`config.mk`:
```
export PLATFORM = sky130hd
export DESIGN_NAME = var_delay_line_flat
export DESIGN_NICKNAME = d
export VERILOG_FILES = /design/src/rtl/var_delay_line_if.sv /design/src/rtl/var_delay_line.sv /design/src/flat_wrapper.sv
export SDC_FILE = /design/constraint.sdc
export NUM_CORES = 1
export LEC_CHECK = 0
export CORE_MARGIN = 2
export CORE_UTILIZATION = 40
export CTS_CLUSTER_SIZE = 28
export DETAILED_ROUTE_END_ITERATION = 12
export PLACE_DENSITY = 0.67
export SETUP_SLACK_MARGIN = 0.02
export SLEW_MARGIN = 20
export SYNTH_ARGS = -nofsm -noshare
export SYNTH_HDL_FRONTEND = slang
export SYNTH_SLANG_ARGS = --single-unit
export TNS_END_PERCENT = 10
```
`constraint.sdc`:
```
create_clock -name clk -period 7.7 [get_ports clk]
set_input_delay 1.54 -clock clk [delete_from_list [all_inputs] [get_ports clk]]
set_output_delay 1.54 -clock clk [all_outputs]
set_load 0.02 [all_outputs]
```
`src/rtl/var_delay_line_if.sv`:
```
// Pixel-stream bus for the variable delay line: sample in, delay request, delayed sample out.
// Latency: none, this is signal grouping only.
// Backpressure: none; the producer gates samples with ce and the consumer must take every ovalid.
interface var_delay_line_if #(
   parameter int N  = 8,
   parameter int AW = 4
);
   logic          ce;
   logic [N-1:0]  idata;
   logic [AW:0]   delay_cfg;
   logic [N-1:0]  odata;
   logic          ovalid;
   logic          primed;

   // Producer side: drives samples and the delay request, observes the delayed stream.
   modport master (
      output ce, idata, delay_cfg,
      input  odata, ovalid, primed
   );

   // Delay line side.
   modport slave (
      input  ce, idata, delay_cfg,
      output odata, ovalid, primed
   );
endinterface

```
`src/rtl/var_delay_line.sv`:
```
// Runtime-programmable circular-buffer delay line: odata is the sample accepted D samples earlier.
// Latency: one clk after the accepting ce edge; ce gaps stretch time, not sample alignment.
// Backpressure: none; one sample is taken on every ce=1 clk, ovalid is a one-clk strobe.
module var_delay_line #(
   parameter  int N     = 8,
   parameter  int DEPTH = 16,
   localparam int AW    = $clog2(DEPTH)
) (
   input  logic          clk,
   input  logic          rst_n,
   var_delay_line_if.slave bus
);

   typedef enum logic {FILL = 1'b0, RUN = 1'b1} state_t;

   localparam logic [AW:0] DEPTH_W = (AW+1)'(DEPTH);
   localparam logic [AW:0] ONE_W   = (AW+1)'(1);

   logic [N-1:0]  mem_q [DEPTH];

   state_t        state_q, state_d;
   logic [AW-1:0] wptr_q, wptr_d;
   logic [AW:0]   fill_q, fill_d;
   logic [AW:0]   cur_q, cur_d;
   logic [N-1:0]  odata_q, odata_d;
   logic          ovalid_q, ovalid_d;

   logic [AW:0]   eff_dly;
   logic [AW:0]   fill_inc;
   logic [AW-1:0] rd_idx;

   // Clamp the requested delay into the legal 1..DEPTH range.
   always_comb begin
      eff_dly = bus.delay_cfg;
      if (bus.delay_cfg == '0) begin
         eff_dly = ONE_W;
      end else if (bus.delay_cfg > DEPTH_W) begin
         eff_dly = DEPTH_W;
      end
   end

   // Read slot is cur_q samples behind the write slot; with cur_q=DEPTH the low bits are zero,
   // so the read lands on the word about to be overwritten and returns its old contents.
   assign rd_idx   = wptr_q - cur_q[AW-1:0];
   assign fill_inc = fill_q + (bus.ce ? ONE_W : '0);

   // Next-state logic: delay change overrides everything, else FILL counts and RUN emits.
   always_comb begin
      state_d  = state_q;
      wptr_d   = bus.ce ? wptr_q + 1'b1 : wptr_q;
      fill_d   = fill_q;
      cur_d    = cur_q;
      odata_d  = odata_q;
      ovalid_d = 1'b0;
      if (eff_dly != cur_q) begin
         // Restart the fill against the new delay; a sample taken now is the first one.
         cur_d   = eff_dly;
         state_d = FILL;
         fill_d  = bus.ce ? ONE_W : '0;
      end else begin
         case (state_q)
            FILL: begin
               // Saturate at cur_q so the counter can never wrap; a fill already complete
               // (e.g. a change to D=1 with a sample) promotes on the next clk without ce.
               if (fill_inc >= cur_q) begin
                  fill_d  = cur_q;
                  state_d = RUN;
               end else begin
                  fill_d  = fill_inc;
               end
            end
            RUN: begin
               if (bus.ce) begin
                  odata_d  = mem_q[rd_idx];
                  ovalid_d = 1'b1;
               end
            end
            default: state_d = FILL;
         endcase
      end
   end

   // Control and output registers.
   always_ff @(posedge clk or negedge rst_n) begin
      if (!rst_n) begin
         state_q  <= FILL;
         wptr_q   <= '0;
         fill_q   <= '0;
         cur_q    <= ONE_W;
         odata_q  <= '0;
         ovalid_q <= 1'b0;
      end else begin
         state_q  <= state_d;
         wptr_q   <= wptr_d;
         fill_q   <= fill_d;
         cur_q    <= cur_d;
         odata_q  <= odata_d;
         ovalid_q <= ovalid_d;
      end
   end

   // Sample storage; contents are don't-care after reset, so no reset term.
   always_ff @(posedge clk) begin
      if (bus.ce) begin
         mem_q[wptr_q] <= bus.idata;
      end
   end

   assign bus.odata  = odata_q;
   assign bus.ovalid = ovalid_q;
   assign bus.primed = (state_q == RUN);

endmodule

```
`src/flat_wrapper.sv`:
```
// flat-port wrapper written by rule: the top's interface ports become plain ports
module var_delay_line_flat 
#(
   parameter  int N     = 8,
   parameter  int DEPTH = 16,
   localparam int AW    = $clog2(DEPTH)
)
  (clk, rst_n, bus_ce, bus_idata, bus_delay_cfg, bus_odata, bus_ovalid, bus_primed);
  var_delay_line_if #(.N(N), .AW(4)) bus_i ();
  input  logic clk;
  input  logic rst_n;
  input wire logic [$bits(bus_i.ce)-1:0] bus_ce;
  input wire logic [$bits(bus_i.idata)-1:0] bus_idata;
  input wire logic [$bits(bus_i.delay_cfg)-1:0] bus_delay_cfg;
  output wire logic [$bits(bus_i.odata)-1:0] bus_odata;
  output wire logic [$bits(bus_i.ovalid)-1:0] bus_ovalid;
  output wire logic [$bits(bus_i.primed)-1:0] bus_primed;
  assign bus_i.ce = bus_ce;
  assign bus_i.idata = bus_idata;
  assign bus_i.delay_cfg = bus_delay_cfg;
  assign bus_odata = bus_i.odata;
  assign bus_ovalid = bus_i.ovalid;
  assign bus_primed = bus_i.primed;
  var_delay_line #(.N(N), .DEPTH(DEPTH)) u_core (.clk(clk), .rst_n(rst_n), .bus(bus_i));
endmodule
```
== Word-level counts from Yosys, hierarchy flattened ==
Memory sizes are Yosys's and may differ from the RTL's. A register that Yosys moved wholly into a read port is not among the register bits.
Cells that the tools add are included.
W data, S select, Z words.

* Bits in registers: 16
* Memory bits (writable): 128
* Input port bits: 16
* Output and inout port bits: 10
* Logic and storage cells: 30
* Memories: 1

* Add/subtract/negate cells: 3
* Order comparisons: 2
* Equal/unequal tests: 2
* Muxes and demuxes: 13
* Bitwise logic cells: 1
* Reduce and logical (&&, ||, !) cells: 3

{| class="wikitable"
|+ Memories
! name !! words !! bits a word !! read ports !! clocked after Yosys merged registers in !! wr ports !! RTL line !! text
|-
| u_core.mem_q || 16 || 8 || 1 || 1 || 1 || var_delay_line.sv:19 || <nowiki>logic [N-1:0] mem_q [DEPTH];</nowiki>
|}

{| class="wikitable"
|+ Operators by type and width
! cell !! number
|-
| $mux W5 || 5
|-
| $mux W1 || 8
|-
| $add A5 B5 Y5 || 1
|-
| $ge A5 B5 Y1 || 1
|-
| $gt A5 B5 Y1 const B || 1
|-
| $logic_not A5 Y1 || 1
|-
| $ne A5 B5 Y1 || 1
|-
| $add A4 B1 Y4 const B || 1
|-
| $sub A4 B4 Y4 || 1
|-
| $reduce_and A3 Y1 || 1
|-
| $ne A2 B2 Y1 const B || 1
|-
| $logic_not A1 Y1 || 1
|-
| $not A1 Y1 || 1
|}

== Longest topological paths before layout ==
Gate-level depths: netlist of the first run.

* Depth in word-level cells: 6
* Mapped depth: 10
* Depth with buffers taken out: 9

== Worst setup path after synthesis of the first run ==
OpenSTA, ideal clock, no wires.

* Path type: input -> register
* From: in bus_ce
* To: reg u_core.fill_q[2]
* Setup time: 0.085 ns
* Arrival time: 3.677 ns
* Required time: 7.615 ns
* Path slack: 3.938 ns
* Stages on the path: 10
* Buffers on the path: 1
* Cells stage by stage: ha_1 ha_1 nand3_1 xnor2_1 ha_1 and3_2 a211o_1 buf_6 or4b_4 a41oi_2

* Longest elaborated chain between the ends: 6

{| class="wikitable"
|+ RTL lines
! element !! RTL line !! text
|-
| from (decl) || flat_wrapper.sv:12 || <nowiki>input wire logic [$bits(bus_i.ce)-1:0] bus_ce;</nowiki>
|-
| $mux W1 (*) || var_delay_line.sv:45 || <nowiki>assign fill_inc = fill_q + (bus.ce ? ONE_W : '0);</nowiki>
|-
| $add A5 B5 Y5 (*) || var_delay_line.sv:45 ||
|-
| $ge A5 B5 Y1 || var_delay_line.sv:65 || <nowiki>if (fill_inc >= cur_q) begin</nowiki>
|-
| $mux W5 (*) || var_delay_line.sv:65 ||
|-
| $mux W5 (*) || var_delay_line.sv:61 || <nowiki>case (state_q)</nowiki>
|-
| $mux W5 (*) || var_delay_line.sv:55 || <nowiki>if (eff_dly != cur_q) begin</nowiki>
|-
| to (signal assigned) || var_delay_line.sv:95 || <nowiki>fill_q <= fill_d;</nowiki>
|-
| to (decl) || var_delay_line.sv:23 || <nowiki>logic [AW:0] fill_q, fill_d;</nowiki>
|}

Every way passes the cells marked *; elsewhere a longest branch is shown, timed or not. The select of a mux whose other input is x is not followed.
A chain may end at the register's enable or synchronous reset.

== Final worst setup path of the first run ==
Same ends and word-level chain as after synthesis.

==> results.yml, run 1 <==
worst_setup_path:
  startpoint: "bus_ce"
  reg2regPathDepth: 8
  cp-start-kind: "primary input"
  crit_path_max_fanout: 11
  crit_top_cell: "ha_1"
  crit_type: "in -> reg"
  slowest_delay_ns: 0.69
  arrival_ns: 4.61
  cp.depth: 10
  regToRegStartpoint: "u_core.wptr_q[0]"
  reg2reg_to: "u_core.bus.odata[7]"
  cp_cell_sequence: "clkdlybuf4s50_1, ha_1, ha_1, nand3_1, xnor2_1, ha_1, and3_2, a211o_1, or4b_4, a41oi_2"
  critical_path_buf_inv_count: 1
  crit_required_ns: 8.04
  cp_top_family: "simple AND/OR/NAND/NOR gates"
  end_kind: "register"
  rrSetupSlack_ns: 4.24
  cpMaxStageDelayCell: "clkdlybuf4s50_1"
placement:
  place_ws_ns: 3.00
  gp_congestion: 0.884
  io_buffers: 25
  dp_hpwl_um: 8810
  post-place-cells: 654
routing:
  vias_per_cell: 5.52
  drc: 0
  wire_per_inst_um: 20.2
  wl_um: 13800
  firstDrtPassIters: 5
  drt-initial-drc-count: 297
  dr_total_vias: 3787
  ant_nets: 0
outcome:
  status: "finished clean"
yosys:
  synthCells: 431
  synth_top_area_share_pct: 58.9
  syn_nets: 462
  synthFlopType: "edfxtp_1"
  synth.area.top_cells: "edfxtp_1 59%, mux2i_1 10%, dfrtp_1 8.8%"
  synth.avg_cell_area_sq_um: 15.1
  yosys_warnings: 0
  synth_seq_cells: 152
  syn_area_sq_mm: 0.00653
  synth_top_cell_by_area: "edfxtp_1"
  async_flop_share_pct: 15.8
  synth.lib_cells_used.distinct: 45
  seq_area_frac_synth_pct: 68.1
  synth-edff-count: 128
floorplanning:
  die_h_um: 132
  die-area_sq_mm: 0.0174
  die_w_um: 132
  core_sq_mm: 0.0159
  start_util_pct: 40.9
  io_pins: 26
  rows: 46
power:
  power-per-cell-area_mw_per_mm2: 364
  ir_worst_vdd_mv: 0.263
  p_leak_nw: 2.76
  fin_total_pwr_mw: 2.77
global_route:
  antenna_found_initial: 0
  grt_use_met1_pct: 22.4
  grt_pass1_vias: 3822
  grt_max_degree: 65
  grtUsageTotal_pct: 16.6
  gr-max-usage-layer: "met2"
  grt_pass1_wl_um: 21600
  grt_overflow: 0
  met3_usage_pct: 4.84
  use_met2_pct: 26.0
timing:
  min_period_over_period_pct: 55.5
  skew_ns: 0.0103
  slew_violations: 0
  fin_crit_ns: 4.27
  fin_ws_ns: 3.43
  grt_setup_unrepaired: "false"
  slew_headroom_pct: 26.3
  worstMarginPinSlew_ns: 1.11
  timing.setup.tns_ns: 0
  finalHoldViolations: 0
  setup_viol: 0
  fmax_mhz: 234
clock_tree:
  clk_latency_ns: 0.42
  clkTransAtPathRegs_ns: 0.06
  holdBufCountCts: 0
  cts.sinks: 152
  clockBufferDepth: 2
  cts_buffers: 17
  postCtsSetupBuffers: 0
  cts_tree: "done"
  cts_resized: 0
  htree_levels: 4
  root_buffer: "clkbuf_16"
finish:
  final_common_cell: "edfxtp_1"
  nNetsFinal: 488
  syn2layout_area_growth_pct: 16.6
  fillers: 1345
  finish.utilization_pct: 47.7
  fin_cells: 686
  final_cell_mix: "128 x edfxtp_1, 65 x mux2i_1, 32 x a22oi_1"
  antenna_cells: 0
  layout-drive-gt1-share_pct: 10.4
min_path:
  hold_path_class: "reg -> reg"
  min_from: "u_core.bus.odata[3]"
  hold_end: "u_core.bus.odata[3]"
  min_path_cells: 2
run:
  maxCapViolations: 0
-- worst reg2reg max path, cell delays in order, from the launching register on --
cell	delay (ns)
dfrtp_1	0.44
inv_1	0.12
ha_1	0.23
fa_4	0.75
buf_4	0.83
mux2i_1	0.22
a22oi_1	0.32
nand4_1	0.21
a31oi_1	0.26
-- sequential cells by signal, indices dropped and copies added (netlist names) --
register / flops
u_core.bus.ovalid: 1
u_core.mem_q: 128
u_core.bus.primed: 1
u_core.wptr_q: 4
u_core.bus.odata: 8
u_core.fill_q: 5
u_core.cur_q: 5
-- logic make-up after synthesis --
| family | Yosys count | share of synthesized area (%) |
|---|---|---|
| AOI/OAI and AO/OA | 78 | 8.95 |
| adders and majority gates | 15 | 2.99 |
| muxes | 65 | 9.97 |
| and+or+nand+nor | 73 | 5.87 |
| buffers and inverters | 35 | 2.38 |
| xor gates and xnor gates | 13 | 1.74 |
| DFF | 152 | 68.1 |
-- per-stage QoR --
stage	instance area (sq um)	hold slack (ns)
6_report	7610	0.566
5_1_grt	7610	0.593
4_1_cts	7610	0.574
3_5_place_dp	7000	0.561
3_3_place_gp	6990	0.532
2_1_floorplan	6530	0.512
-- cell usage after synthesis (all sizes together), types with 2 or more instances --
master and count:
edfxtp 128, a21o 3, nand2 12, nor2b 5, nand3 7, a22oi 32, and2 3, dfrtp 23
nor3 6, a211oi 2, o211ai 8, buf 15, nand2b 3, nand4 9, clkbuf 10, xnor2 7
a31oi 11, a21oi 2, o21ai 4, mux2i 65, a41oi 9, xor2 6, nor2 19, and4 2
inv 10, or3 3, ha 14
-- cell type report --
type | count | area [sq um] | share of cell area (%)
flip-flops and latches | 152 | 4450 | 58.4
multi-input cells | 244 | 1940 | 25.6
clock buffers | 17 | 425 | 5.59
repair buffers | 32 | 298 | 3.91
well taps | 216 | 270 | 3.55
clock inverters | 15 | 188 | 2.47
inverters | 10 | 37.5 | 0.493
-- worst max-delay path by stage --
stage	endpoint	slack, ns
after floorplan	u_core.fill_q[2]	3.94
final	u_core.fill_q[2]	3.43
after CTS	u_core.fill_q[2]	3.44
after global routing	u_core.fill_q[2]	3.29
after detailed placement	u_core.fill_q[2]	3.00
after global placement	u_core.fill_q[2]	3.09
-- power breakdown --
part,switching (mW),internal [mW],total (mW)
Clock,0.342,0.518,0.860
Sequential,0.0490,0.978,1.03
Combinational,0.551,0.335,0.886
-- per-layer routing --
layer | wire (um) | share of wire, %
met3 | 754 | 5.5
met1 | 6150 | 45
met4 | 214 | 1.5
met2 | 6710 | 48
met5 | 0 | 0
Power figures use the tool's default switching activity.
==> inputs of run 2 (changes only) <==
- clock period: 7.7 -> 3.95 ns (I/O delays scaled with it)
==> run 2 against run 1 <==
  * Routed wire length is 0.71% lower
  * Utilization increased by 0.12 points
  * Clock-buffer cell count grew 4
  * Combinational power is 100% higher
  * Power rose by 94%
  * Final cell count grew 0.87%
  * Sequential share of layout area shrank 0.14 points
  * Sequential power up 94%
  * Cell area up 0.25%
  * Critical path depth unchanged
==> results.yml, run 2 (synthesized netlist as in run 1, its figures left out) <==
floorplanning:
  die_h_um: 132
  start_util_pct: 40.9
  io_pins: 26
  die_w_um: 132
  die-area_sq_mm: 0.0174
  core_sq_mm: 0.0159
  rows: 46
clock_tree:
  cts.sinks: 152
  cts_resized: 0
  postCtsSetupBuffers: 0
  cts_buffers: 17
  holdBufCountCts: 0
  clk_latency_ns: 0.42
  root_buffer: "clkbuf_16"
  clkTransAtPathRegs_ns: 0.06
  htree_levels: 4
  clockBufferDepth: 2
  cts_tree: "done"
timing:
  fmax_mhz: 300
  timing.setup.tns_ns: 0
  fin_crit_ns: 3.34
  grt_setup_unrepaired: "false"
  slew_headroom_pct: 29.4
  setup_viol: 0
  worstMarginPinSlew_ns: 1.05
  finalHoldViolations: 0
  fin_hold_ws_ns: 0.355
  min_period_over_period_pct: 84.4
  slew_violations: 0
  skew_ns: 0.00950
  fin_ws_ns: 0.615
global_route:
  grt_pass1_vias: 3822
  grt_max_degree: 31
  grt_pass1_wl_um: 21600
  antenna_found_initial: 0
  grt_overflow: 0
  grtUsageTotal_pct: 16.5
finish:
  top_register: "u_core.mem_q"
  finish.utilization_pct: 47.8
  multi_input_area_sq_mm: 0.00193
  antenna_cells: 0
  final_common_cell: "edfxtp_1"
  regArea_sq_mm: 0.00445
  layout-drive-gt1-share_pct: 10.3
  fillers: 1359
  syn2layout_area_growth_pct: 16.8
  final_cell_mix: "128 x edfxtp_1, 65 x mux2i_1, 32 x a22oi_1"
  fin_cells: 692
  nNetsFinal: 494
  largest_register_ffs: 128
  design_area_sq_mm: 0.00763
power:
  intPower_mw: 3.59
  ir_worst_vdd_mv: 0.467
  pwr-share-clk_pct: 30.0
  power-per-cell-area_mw_per_mm2: 705
  seq_power_share_pct: 37.1
  switchingPower_mw: 1.78
  p_leak_nw: 2.78
  fin_total_pwr_mw: 5.37
  swShare_pct: 33.2
  power_frac_comb_pct: 32.9
routing:
  drc: 0
  vias_per_cell: 5.50
  dr_total_vias: 3808
  ant_nets: 0
  wl_um: 13700
  drt-initial-drc-count: 276
  wire_per_inst_um: 19.8
  firstDrtPassIters: 5
worst_setup_path:
  crit_required_ns: 4.29
  regToRegStartpoint: "u_core.wptr_q[0]"
  reg2regPathDepth: 8
  crit_type: "in -> reg"
  rrSetupSlack_ns: 0.82
  cp-start-kind: "primary input"
  crit_path_max_fanout: 10
  end_kind: "register"
  arrival_ns: 3.68
  reg2reg_to: "u_core.bus.odata[5]"
placement:
  post-place-cells: 660
  place_ws_ns: 0.210
  placed_area_sq_mm: 0.00705
  gp_congestion: 0.794
  dp_hpwl_um: 8940
  io_buffers: 25
min_path:
  hold_path_class: "in -> async"
outcome:
  status: "finished clean"
run:
  maxCapViolations: 0
-- run 2: changes by cell type in the layout (fill, tap and decap cells not counted) --
cell / previous run / this run
buf_12: 0 / 1
buf_4: 7 / 12
clkbuf_1: 0 / 4
clkinv_2: 2 / 3
clkinv_4: 0 / 1
clkinvlp_4: 2 / 0
inv_6: 4 / 3
inv_8: 3 / 0
nor3_1: 4 / 6
nor3_2: 2 / 0
-- run 2: layout make-up --
type	count	share of cell area (%)
inverters	10	0.492
clock inverters	11	1.89
clock buffers	21	5.77
well taps	216	3.54
multi-input cells	244	25.4
repair buffers	38	4.66
flip-flops and latches	152	58.3
-- run 2: worst max path at each step --
stage            from               end  slack [ns]  cells after the start
2_1_floorplan  bus_ce  u_core.fill_q[2]        0.94                     10
3_3_place_gp   bus_ce  u_core.fill_q[2]        0.34                     10
3_5_place_dp   bus_ce  u_core.fill_q[2]        0.21                     10
4_1_cts        bus_ce  u_core.fill_q[2]        0.64                     10
5_1_grt        bus_ce  u_core.fill_q[2]        0.47                     10
6_report       bus_ce  u_core.fill_q[2]        0.61                     10
-- run 2: layer usage --
metal	GRT usage, %	vias to the layer above	share of wire [%]
met5	0	-	0
met4	5.86	0	2.2
met3	4.42	19	5.5
met2	25.5	116	47
met1	22.7	1918	45
li1	-	1755	-
-- run 2: power by group through the flow --
stage	Combinational [mW]	Clock, mW	Sequential, mW
after detailed placement	1.75	0	2.02
after floorplan	1.26	0	1.98
after global routing	1.91	1.71	2.01
final	1.77	1.61	2.00
after CTS	1.77	1.63	1.99
after global placement	1.72	0	2.02
-- run 2: critical path, stage by stage --
cell and delay (ns):
clkdlybuf4s50_1 0.50, ha_1 0.19, ha_1 0.24, nand3_1 0.17
xnor2_1 0.17, ha_1 0.30, and3_2 0.21, a211o_1 0.42
or4b_4 0.52, a41oi_2 0.16
==> inputs of run 3 (changes only) <==
- PLACE_DENSITY: 0.67 -> 0.69
- clock period: 3.95 -> 2.8 ns (I/O delays scaled with it)
==> run 3 against run 2 <==
  * Worst hold slack improved by 0.14 ns
  * Register-to-register slack got worse by 0.64 ns
  * Final cell count grew 5.3%
  * Clock power rose by 37%
  * First-iteration DRC count decreased by 13%
  * Critical path depth decreased by 2
  * Routed wire length down 3.8%
  * Setup slack got worse by 0.44 ns
  * Cell area is 4.5% higher
  * Combinational power rose by 53%
==> results.yml, run 3 (synthesized netlist as in run 1, its figures left out) <==
worst_setup_path:
  slowest_delay_ns: 0.96
  arrival_ns: 2.92
  reg2reg_to: "u_core.bus.odata[4]"
  cp-start-kind: "register"
  cpMaxStageDelayCell: "fa_4"
  crit_type: "reg -> reg"
  regToRegStartpoint: "u_core.wptr_q[0]"
  endpoint: "u_core.bus.odata[4]"
  crit_path_max_fanout: 23
  end_kind: "register"
  crit_required_ns: 3.09
  startpoint: "u_core.wptr_q[0]"
  rrSetupSlack_ns: 0.18
  cp_cell_sequence: "inv_1, ha_1, fa_4, buf_12, mux2i_1, a22oi_1, o211ai_1, a31oi_1"
  reg2regPathDepth: 8
global_route:
  grt_pass1_vias: 3897
  antenna_found_initial: 0
  grtUsageTotal_pct: 16.0
  grt_max_degree: 25
  grt_pass1_wl_um: 21000
  grt_overflow: 0
finish:
  largest_register_ffs: 128
  top_register: "u_core.mem_q"
  fin_cells: 729
  layout-drive-gt1-share_pct: 18.5
  fillers: 1336
  syn2layout_area_growth_pct: 22.2
  final_cell_mix: "128 x edfxtp_1, 65 x mux2i_1, 47 x buf_4"
  finish.utilization_pct: 50.0
  final_common_cell: "edfxtp_1"
  antenna_cells: 0
  nNetsFinal: 531
power:
  power-per-cell-area_mw_per_mm2: 966
  ir_worst_vdd_mv: 0.474
  pwr-share-clk_pct: 28.8
  power_frac_comb_pct: 35.2
  swShare_pct: 33.8
  seq_power_share_pct: 36.1
  switchingPower_mw: 2.61
  intPower_mw: 5.10
  p_leak_nw: 2.98
timing:
  worstMarginPinSlew_ns: 0.761
  slew_headroom_pct: 49.2
  fmax_mhz: 381
  skew_ns: 0.00598
  fin_crit_ns: 2.62
  slew_violations: 0
  fin_hold_ws_ns: 0.495
  finalHoldViolations: 0
  setup_viol: 0
  min_period_over_period_pct: 93.7
  grt_setup_unrepaired: "true"
placement:
  post-place-cells: 695
  io_buffers: 25
  dp_hpwl_um: 9160
  gp_congestion: 0.856
min_path:
  hold_path_class: "in -> async"
clock_tree:
  clockBufferDepth: 2
  root_buffer: "clkbuf_16"
  clkTransAtPathRegs_ns: 0.06
  clk_latency_ns: 0.43
  htree_levels: 4
  cts_tree: "done"
  cts.sinks: 152
  holdBufCountCts: 0
  cts_buffers: 17
floorplanning:
  core_sq_mm: 0.0159
  die-area_sq_mm: 0.0174
  io_pins: 26
  die_h_um: 132
  rows: 46
  start_util_pct: 40.9
  die_w_um: 132
routing:
  dr_total_vias: 3876
  ant_nets: 0
  wire_per_inst_um: 18.1
  vias_per_cell: 5.32
  wl_um: 13200
  firstDrtPassIters: 4
  drc: 0
  drt-initial-drc-count: 240
run:
  maxCapViolations: 0
outcome:
  status: "finished clean"
## run 3: changes by cell type in the layout (fill, tap and decap cells not counted), sizes merged
cell          delta
buf             +36
bufinv           -2
clkbuf           -4
clkinv           -1
clkinvlp         +3
dlymetal6s2s     +1
inv              +4
## run 3: worst min-delay path by stage
| stage | startpoint | endpoint | slack [ns] | depth (start not counted) |
|---|---|---|---|---|
| 6_report | rst_n | u_core.wptr_q[0] | 0.49 | 2 |
| 5_1_grt | rst_n | u_core.fill_q[0] | 0.53 | 2 |
| 3_3_place_gp | u_core.bus.odata[5] | u_core.bus.odata[5] | 0.54 | 2 |
| 4_1_cts | rst_n | u_core.cur_q[2] | 0.50 | 2 |
| 3_5_place_dp | u_core.bus.odata[5] | u_core.bus.odata[5] | 0.55 | 2 |
| 2_1_floorplan | rst_n | u_core.bus.odata[0] | 0.26 | 0 |
## run 3: layout make-up
cell class,count,area [sq um],area share (%)
Clock inverter,15,164,2.06
Multi-Input combinational cell,244,1970,24.7
Tap cell,216,270,3.39
Sequential cell,152,4450,55.8
Inverter,10,37.5,0.471
Clock buffer,17,425,5.34
Timing Repair Buffer,75,666,8.35
## run 3: metrics by stage
step	setup WS, ns	TNS [ns]	area (sq um)	power (mW)
6_report	0.178	0	7970	7.70
3_3_place_gp	-0.435	-1.59	7340	5.42
2_1_floorplan	0.0485	0	6530	4.57
5_1_grt	-0.00334	-0.00334	7970	8.08
3_5_place_dp	-0.476	-2.06	7340	5.49
4_1_cts	0.0226	0	7950	7.75
## run 3: metal layers
layer / global-route usage (%) / routed length [um] / vias up
met5: 0 / 0 / -
met4: 6.58 / 229 / 0
met3: 3.88 / 626 / 20
met2: 27.1 / 6800 / 78
met1: 19.7 / 5560 / 1949
li1: - / - / 1829
## run 3: what timing repair did
item / in CTS / in global routing
setup buffers: 0 / 2
pin swaps: 0 / 4
resized for setup: 4 / 3
endpoints found under the setup margin: 9 / 6
## run 3: power groups by stage
stage,Clock (mW),Sequential (mW),Combinational [mW]
finish,2.21,2.78,2.71
CTS,2.26,2.78,2.71
detailed placement,0,2.82,2.67
global placement,0,2.81,2.61
floorplan,0,2.79,1.78
global route,2.35,2.80,2.93
## run 3: worst max-delay path: cells and delay by family (launching register included)
kind            cells  cell delay [ns]
fa+ha+maj           2             1.16
compound gates      3             0.39
flops               1             0.36
buf+inv             2             0.31
mux                 1             0.27
